===== src/rtl/apb_master_bridge.sv =====
// apb_master_bridge: single-outstanding APB master with valid/ready command
// and response ports. The slave index is the top SEL_W bits of the address;
// indices at or above NUM_SLV complete at once with a decode error.
// Optional ACCESS-phase timeout is enabled by defining APB_TIMEOUT_EN.
module apb_master_bridge #(
  parameter int unsigned ADDR_W      = 32,
  parameter int unsigned DATA_W      = 32,
  parameter int unsigned NUM_SLV     = 3,
  parameter int unsigned TIMEOUT_CYC = 16
) (
  input  logic              clk,
  input  logic              rst,
  input  logic              cmd_valid,
  output logic              cmd_ready,
  input  logic              cmd_write,
  input  logic [ADDR_W-1:0] cmd_addr,
  input  logic [DATA_W-1:0] cmd_wdata,
  output logic              rsp_valid,
  input  logic              rsp_ready,
  output logic [DATA_W-1:0] rsp_rdata,
  output logic [1:0]        rsp_status,
  output logic [NUM_SLV-1:0] psel,
  output logic              penable,
  output logic              pwrite,
  output logic [ADDR_W-1:0] paddr,
  output logic [DATA_W-1:0] pwdata,
  input  logic [DATA_W-1:0] prdata,
  input  logic              pready,
  input  logic              perror
);

  localparam int unsigned SEL_W = (NUM_SLV > 1) ? $clog2(NUM_SLV) : 1;

  localparam logic [1:0] ST_OK      = 2'b00;
  localparam logic [1:0] ST_SLVERR  = 2'b01;
  localparam logic [1:0] ST_DECERR  = 2'b10;
`ifdef APB_TIMEOUT_EN
  localparam logic [1:0] ST_TIMEOUT = 2'b11;
  localparam int unsigned TO_W = ($clog2(TIMEOUT_CYC) + 1 > 5) ? $clog2(TIMEOUT_CYC) + 1 : 5;
`endif

  typedef enum logic [1:0] {
    S_IDLE,
    S_SETUP,
    S_ACCESS,
    S_RESP
  } state_t;

  state_t              state_q;
  logic                cmd_ready_q;
  logic                rsp_valid_q;
  logic [DATA_W-1:0]   rsp_rdata_q;
  logic [1:0]          rsp_status_q;
  logic [NUM_SLV-1:0]  psel_q;
  logic                penable_q;
  logic                pwrite_q;
  logic [ADDR_W-1:0]   paddr_q;
  logic [DATA_W-1:0]   pwdata_q;

  logic [SEL_W-1:0]    cmd_idx;
  logic                idx_ok;
  logic [NUM_SLV-1:0]  psel_d;

`ifdef APB_TIMEOUT_EN
  logic [TO_W-1:0]     to_cnt_q;
`else
  logic [31:0]         unused_timeout_cyc;
  assign unused_timeout_cyc = 32'(TIMEOUT_CYC);
`endif

  // Decode the slave select for the command being offered
  always_comb begin
    cmd_idx = cmd_addr[ADDR_W-1 -: SEL_W];
    idx_ok  = (32'(cmd_idx) < NUM_SLV);
    psel_d  = {{(NUM_SLV-1){1'b0}}, 1'b1} << cmd_idx;
  end

  // Transfer sequencer; every port is driven straight from a register here
  always_ff @(posedge clk) begin
    if (rst) begin
      state_q      <= S_IDLE;
      cmd_ready_q  <= 1'b1;
      rsp_valid_q  <= 1'b0;
      rsp_rdata_q  <= '0;
      rsp_status_q <= ST_OK;
      psel_q       <= '0;
      penable_q    <= 1'b0;
      pwrite_q     <= 1'b0;
      paddr_q      <= '0;
      pwdata_q     <= '0;
`ifdef APB_TIMEOUT_EN
      to_cnt_q     <= '0;
`endif
    end else begin
      case (state_q)
        S_IDLE: begin
          if (cmd_valid) begin
            pwrite_q    <= cmd_write;
            paddr_q     <= cmd_addr;
            pwdata_q    <= cmd_wdata;
            cmd_ready_q <= 1'b0;
            if (idx_ok) begin
              // psel is raised on the accept edge so SETUP is visible the next cycle
              psel_q  <= psel_d;
              state_q <= S_SETUP;
            end else begin
              rsp_rdata_q  <= '0;
              rsp_status_q <= ST_DECERR;
              rsp_valid_q  <= 1'b1;
              state_q      <= S_RESP;
            end
          end
        end
        S_SETUP: begin
          penable_q <= 1'b1;
          state_q   <= S_ACCESS;
`ifdef APB_TIMEOUT_EN
          to_cnt_q  <= '0;
`endif
        end
        S_ACCESS: begin
          if (pready) begin
            psel_q       <= '0;
            penable_q    <= 1'b0;
            rsp_rdata_q  <= pwrite_q ? '0 : prdata;
            rsp_status_q <= perror ? ST_SLVERR : ST_OK;
            rsp_valid_q  <= 1'b1;
            state_q      <= S_RESP;
          end
`ifdef APB_TIMEOUT_EN
          else if (to_cnt_q == TO_W'(TIMEOUT_CYC - 1)) begin
            psel_q       <= '0;
            penable_q    <= 1'b0;
            rsp_rdata_q  <= '0;
            rsp_status_q <= ST_TIMEOUT;
            rsp_valid_q  <= 1'b1;
            state_q      <= S_RESP;
          end else begin
            to_cnt_q <= to_cnt_q + 1'b1;
          end
`endif
        end
        S_RESP: begin
          if (rsp_ready) begin
            rsp_valid_q <= 1'b0;
            cmd_ready_q <= 1'b1;
            state_q     <= S_IDLE;
          end
        end
        default: state_q <= S_IDLE;
      endcase
    end
  end

  assign cmd_ready  = cmd_ready_q;
  assign rsp_valid  = rsp_valid_q;
  assign rsp_rdata  = rsp_rdata_q;
  assign rsp_status = rsp_status_q;
  assign psel       = psel_q;
  assign penable    = penable_q;
  assign pwrite     = pwrite_q;
  assign paddr      = paddr_q;
  assign pwdata     = pwdata_q;

endmodule

===== config.mk =====
export PLATFORM = sky130hd
export DESIGN_NAME = apb_master_bridge
export DESIGN_NICKNAME = d
export VERILOG_FILES = /design/src/rtl/apb_master_bridge.sv
export SDC_FILE = /design/constraint.sdc
export NUM_CORES = 1
export LEC_CHECK = 0
export CORE_MARGIN = 8
export CORE_UTILIZATION = 36
export CTS_CLUSTER_DIAMETER = 60
export DETAILED_ROUTE_END_ITERATION = 8
export GPL_TIMING_DRIVEN = 0
export PLACE_DENSITY = 0.77
export SYNTH_ARGS = -nofsm -noshare
export SYNTH_HDL_FRONTEND = slang
export SYNTH_SLANG_ARGS = --single-unit

===== constraint.sdc =====
create_clock -name clk -period 1.8 [get_ports clk]
set_clock_uncertainty 0.15 [all_clocks]
set_input_delay 0.36 -clock clk [delete_from_list [all_inputs] [get_ports clk]]
set_output_delay 0.36 -clock clk [all_outputs]
set_load 0.03 [all_outputs]

* Yosys cells after proc, flatten, opt, wreduce, memory -nomap -nowiden
Cells that the tools add are included.
Word-level totals: bits in registers 107, input bits 103, output and inout port bits 105, logic and storage cells 61
Cells by class: magnitude comparators 1, equality and inequality tests 8, shift operators 1, mux-type cells 29, reduce and logical (&&, ||, !) cells 12
Operator list (number):
- two-way mux 32 bit | 4
- case mux 32 bit (2 select lines) | 1
- two-way mux 2 bit | 7
- inequality test 2 bit (second input constant) | 5
- two-way mux 3 bit | 3
- two-way mux 1 bit | 8
- case mux 2 bit (4 select lines) | 1
- AND reduction 4 bit | 2
- case mux 3 bit (2 select lines) | 1
- AND reduction 3 bit | 2
- nonzero test 2 bit | 3
- AND reduction 5 bit | 1
- == test 2 bit (second input constant) | 2
- case mux 1 bit (2 select lines) | 2
- case mux 2 bit (2 select lines) | 1
- AND reduction 2 bit | 2
- case mux 1 bit (3 select lines) | 1
- nonzero test 3 bit | 1
- left shift 1 x 2 -> 3 bit (first input constant) | 1
- == test 2 x 1 -> 1 bit (second input constant) | 1
- logical NOT 2 bit | 1
- less-than comparator 2 bit (second input constant) | 1

* Logic depth before layout (Yosys ltp)
word-level depth 4, mapped depth 9, depth with buffers taken out 6

* Least setup slack after synthesis
Ideal clock, no wire load.
path kind flip-flop to flip-flop, start point register state_q[0], end point register rsp_valid_q (netlist: rsp_valid), setup time 121 ps, arrival time 1603 ps, setup slack -74 ps, stages on the path, launching flop included 8, path buffers 1, period minus slack after synthesis 1874 ps, cells stage by stage dfxtp_1 > inv_1 > ha_1 > buf_4 > inv_1 > o221ai_2 > a211oi_1 > mux2_2
Between the ends: cells in the longest elaborated chain, start to end 3, elaborated cells on any way between the ends 10, classes of those cells eq/ne: 6; mux: 1; reduce/logical: 3
RTL lines:
- start: declaration | line 49 | state_t state_q;
- start signal: assignment | line 81 | state_q <= S_IDLE;
- start signal: assignment | line 105 | state_q <= S_SETUP;
- start signal: assignment | line 110 | state_q <= S_RESP;
- == test 2 bit or logical NOT 2 bit (tied branches) | line 95 | case (state_q)
- inequality test 2 bit (no source line) or nonzero test 3 bit (tied branches)
- AND reduction 5 bit (no source line)
- end signal: assignment | line 83 | rsp_valid_q <= 1'b0;
- end signal: assignment | line 109 | rsp_valid_q <= 1'b1;
- end signal: assignment | line 127 | rsp_valid_q <= 1'b1;
- end: declaration | line 51 | logic rsp_valid_q;
Parallel ways exist; a longest one is shown, timed or not. A chain may end at the register's enable or synchronous reset.

* Final worst setup path
start point register pwrite_q (netlist: pwrite), end point output pwrite
RTL lines:
- start: declaration | line 56 | logic pwrite_q;
- start signal: assignment | line 98 | pwrite_q <= cmd_write;
- end: declaration | line 24 | output logic pwrite,
No word-level cell between the ends.

==> reports/qor.txt <==
run status = complete, no violations
Slew HR = 64.0%
Worst EP arrival = 1230 ps
Buf/Inv on CP = 1
Final setup viols = 0
final hold slack = 181 ps
Clock transition at path regs = 100 ps
# IOs = 208
Worst Setup Start Kind = register
Syn Inst Count = 490
I/O Buffers = 204
worst-skew pair later-pin latency = 360 ps
RePlAce Congestion = 0.823
Post-synth ARST share = 0%
total CTS buffers = 9
Max Fanout on Critical Path = 3
Initial Utilization = 37.1%
CORE AREA = 10900 um^2
Syn. warnings = 0
fraction of layout cells with a size suffix above 1 = 11.0%
# fillers = 969
P_leak = 0.00289 uW
Routed Wire Length = 13.7 mm
final worst-path cycle share = 96.9%
Top delay family on crit path = flip-flops
DR pass1 iterations = 5
synth-to-layout area growth = 64.2%
antenna viol nets, final = 0
critical path, cell by cell = clkdlybuf4s15_1
Synth Net Count = 599
Finished Cell Area = 6620 um^2
number of global-route vias before repair = 4103
DR vias = 4169
layout net count = 825
Die H = 122 um
ys flop type = dfxtp_1
1st-iter DRT viols = 264
Synth Register Bits = 107
DR DRC count = 0
clock root buffer = clkbuf_8
slowest stage cell, crit path = dfxtp_1
die width = 122 um
Hold Path Class = primary input to register
maximum capacitance violations = 0
Clock Path Buffers = 2
final hold vios = 0
global route overflow = 0
largest net degree at the start of global routing = 17
post-synthesis sequential area ratio = 53.1%
Post-Syn Area per Cell = 8.23 um^2
Tmin final = 1740 ps
WS Path Type = register to output pin
WP data required = 1290 ps
Die Area = 14900 um^2
pwr/cell area = 1240 nW/um^2
clk sink count = 107
most frequent cells in the layout = nand2_1, dfxtp_1, dlygate4sd2_1, clkdlybuf4s50_1, a21oi_1
# rows = 38
Slew @ Worst Pin = 540 ps
Mapped Area = 4040 um^2
first-pass GRT wire length = 21.1 mm
CTS Hold Bufs = 0
Final Slew Violations = 0
gr usage total = 17.7%
Post-synth EDFFs = 0
initial antenna violation count = 0
Final Util = 60.8%
commonest non-fill, non-tap cell in the layout = nand2_1
Cell variety after synth = 30
Wirelength per Cell = 16.0 um
fmax = 573 MHz
placed instance area = 6260 um^2
CTS tree = yes
vias per cell = 4.84
ANT cells = 0
H-tree depth = 3
Max VDD drop = 677 uV
DP HPWL = 10.5 mm
max incr delay on CP = 440 ps
CP Capture Type = output pin
-- metal layers --
metal	part of all wire, %	vias to the layer above	track usage, %
li1	-	2065	-
met4	1.5	0	5.78
met1	39	1928	19.0
met2	49	160	29.9
met3	11	16	8.56
met5	0	-	0
-- Yosys cell counts (2+ instances only) --
cell,count,area share (%)
nor2b_1,2,0.31
o21ai_1,4,0.50
nand2b_1,36,5.6
clkbuf_1,10,0.93
buf_6,3,0.84
a21oi_1,71,8.8
dfxtp_1,107,53
mux2i_1,2,0.50
buf_1,9,0.84
nor3_1,2,0.25
ha_1,6,1.9
clkbuf_2,2,0.25
buf_2,14,1.7
nand3_1,36,4.5
a211oi_1,3,0.56
nand2_1,133,12
inv_1,4,0.37
o21ai_0,29,3.6
nor2_1,6,0.56
-- sequential cells by signal (all words and copies together) (netlist names) --
name        count
paddr          32
rsp_valid       1
state_q         2
pwdata         32
rsp_rdata      32
psel            3
rsp_status      2
cmd_ready       1
penable         1
pwrite          1
-- area by class of cell --
cell class | instances | area (um^2) | share of cell area, %
clock inverters | 4 | 23.8 | 0.359
clock buffers | 12 | 165 | 2.49
flip-flops and latches | 107 | 2150 | 32.4
well taps | 140 | 175 | 2.64
plain buffers | 37 | 250 | 3.78
inverters | 4 | 17.5 | 0.264
repair buffers | 217 | 2050 | 30.9
multi-input cells | 340 | 1800 | 27.1
-- worst paths after layout --
check	start	endpoint	slack, ps	cells after the start
worst max register to register	state_q[0]	rsp_status[1]	80	8
worst max-delay path	pwrite	pwrite	60	1
worst min-delay path	cmd_addr[30]	paddr[30]	180	3
worst min register to register	paddr[27]	paddr[27]	300	2
-- report_power, final --
| part | internal, uW | switching [uW] |
|---|---|---|
| Combinational | 1600 | 2260 |
| Sequential | 2780 | 210 |
| Clock | 614 | 775 |
| Total | 5000 | 3250 |
-- cell families after synthesis --
family | synth area share (%)
compound gates | 15.2
fa+ha+maj | 1.86
buf+inv | 5.15
flops | 53.1
mux | 0.775
simple gates | 23.9
-- per-stage QoR --
stage | power [uW] | TNS, ps | instances | setup slack [ps]
finish | 8250 | 0 | 861 | 56.3
floorplan | 5090 | 0 | 490 | 11.0
global placement | 6440 | -19790 | 834 | -264
detailed placement | 6530 | -23870 | 834 | -357
global route | 8750 | -23.4 | 861 | -19.7
CTS | 8150 | 0 | 862 | 10.4
-- what timing repair did --
action	in CTS	in global routing
pin swaps	1	2
buffers inserted	12	2
resized for setup	132	44
cloned	1	0
endpoints found under the setup margin	203	83
Note: power is estimated with default switching activity, not from simulation.
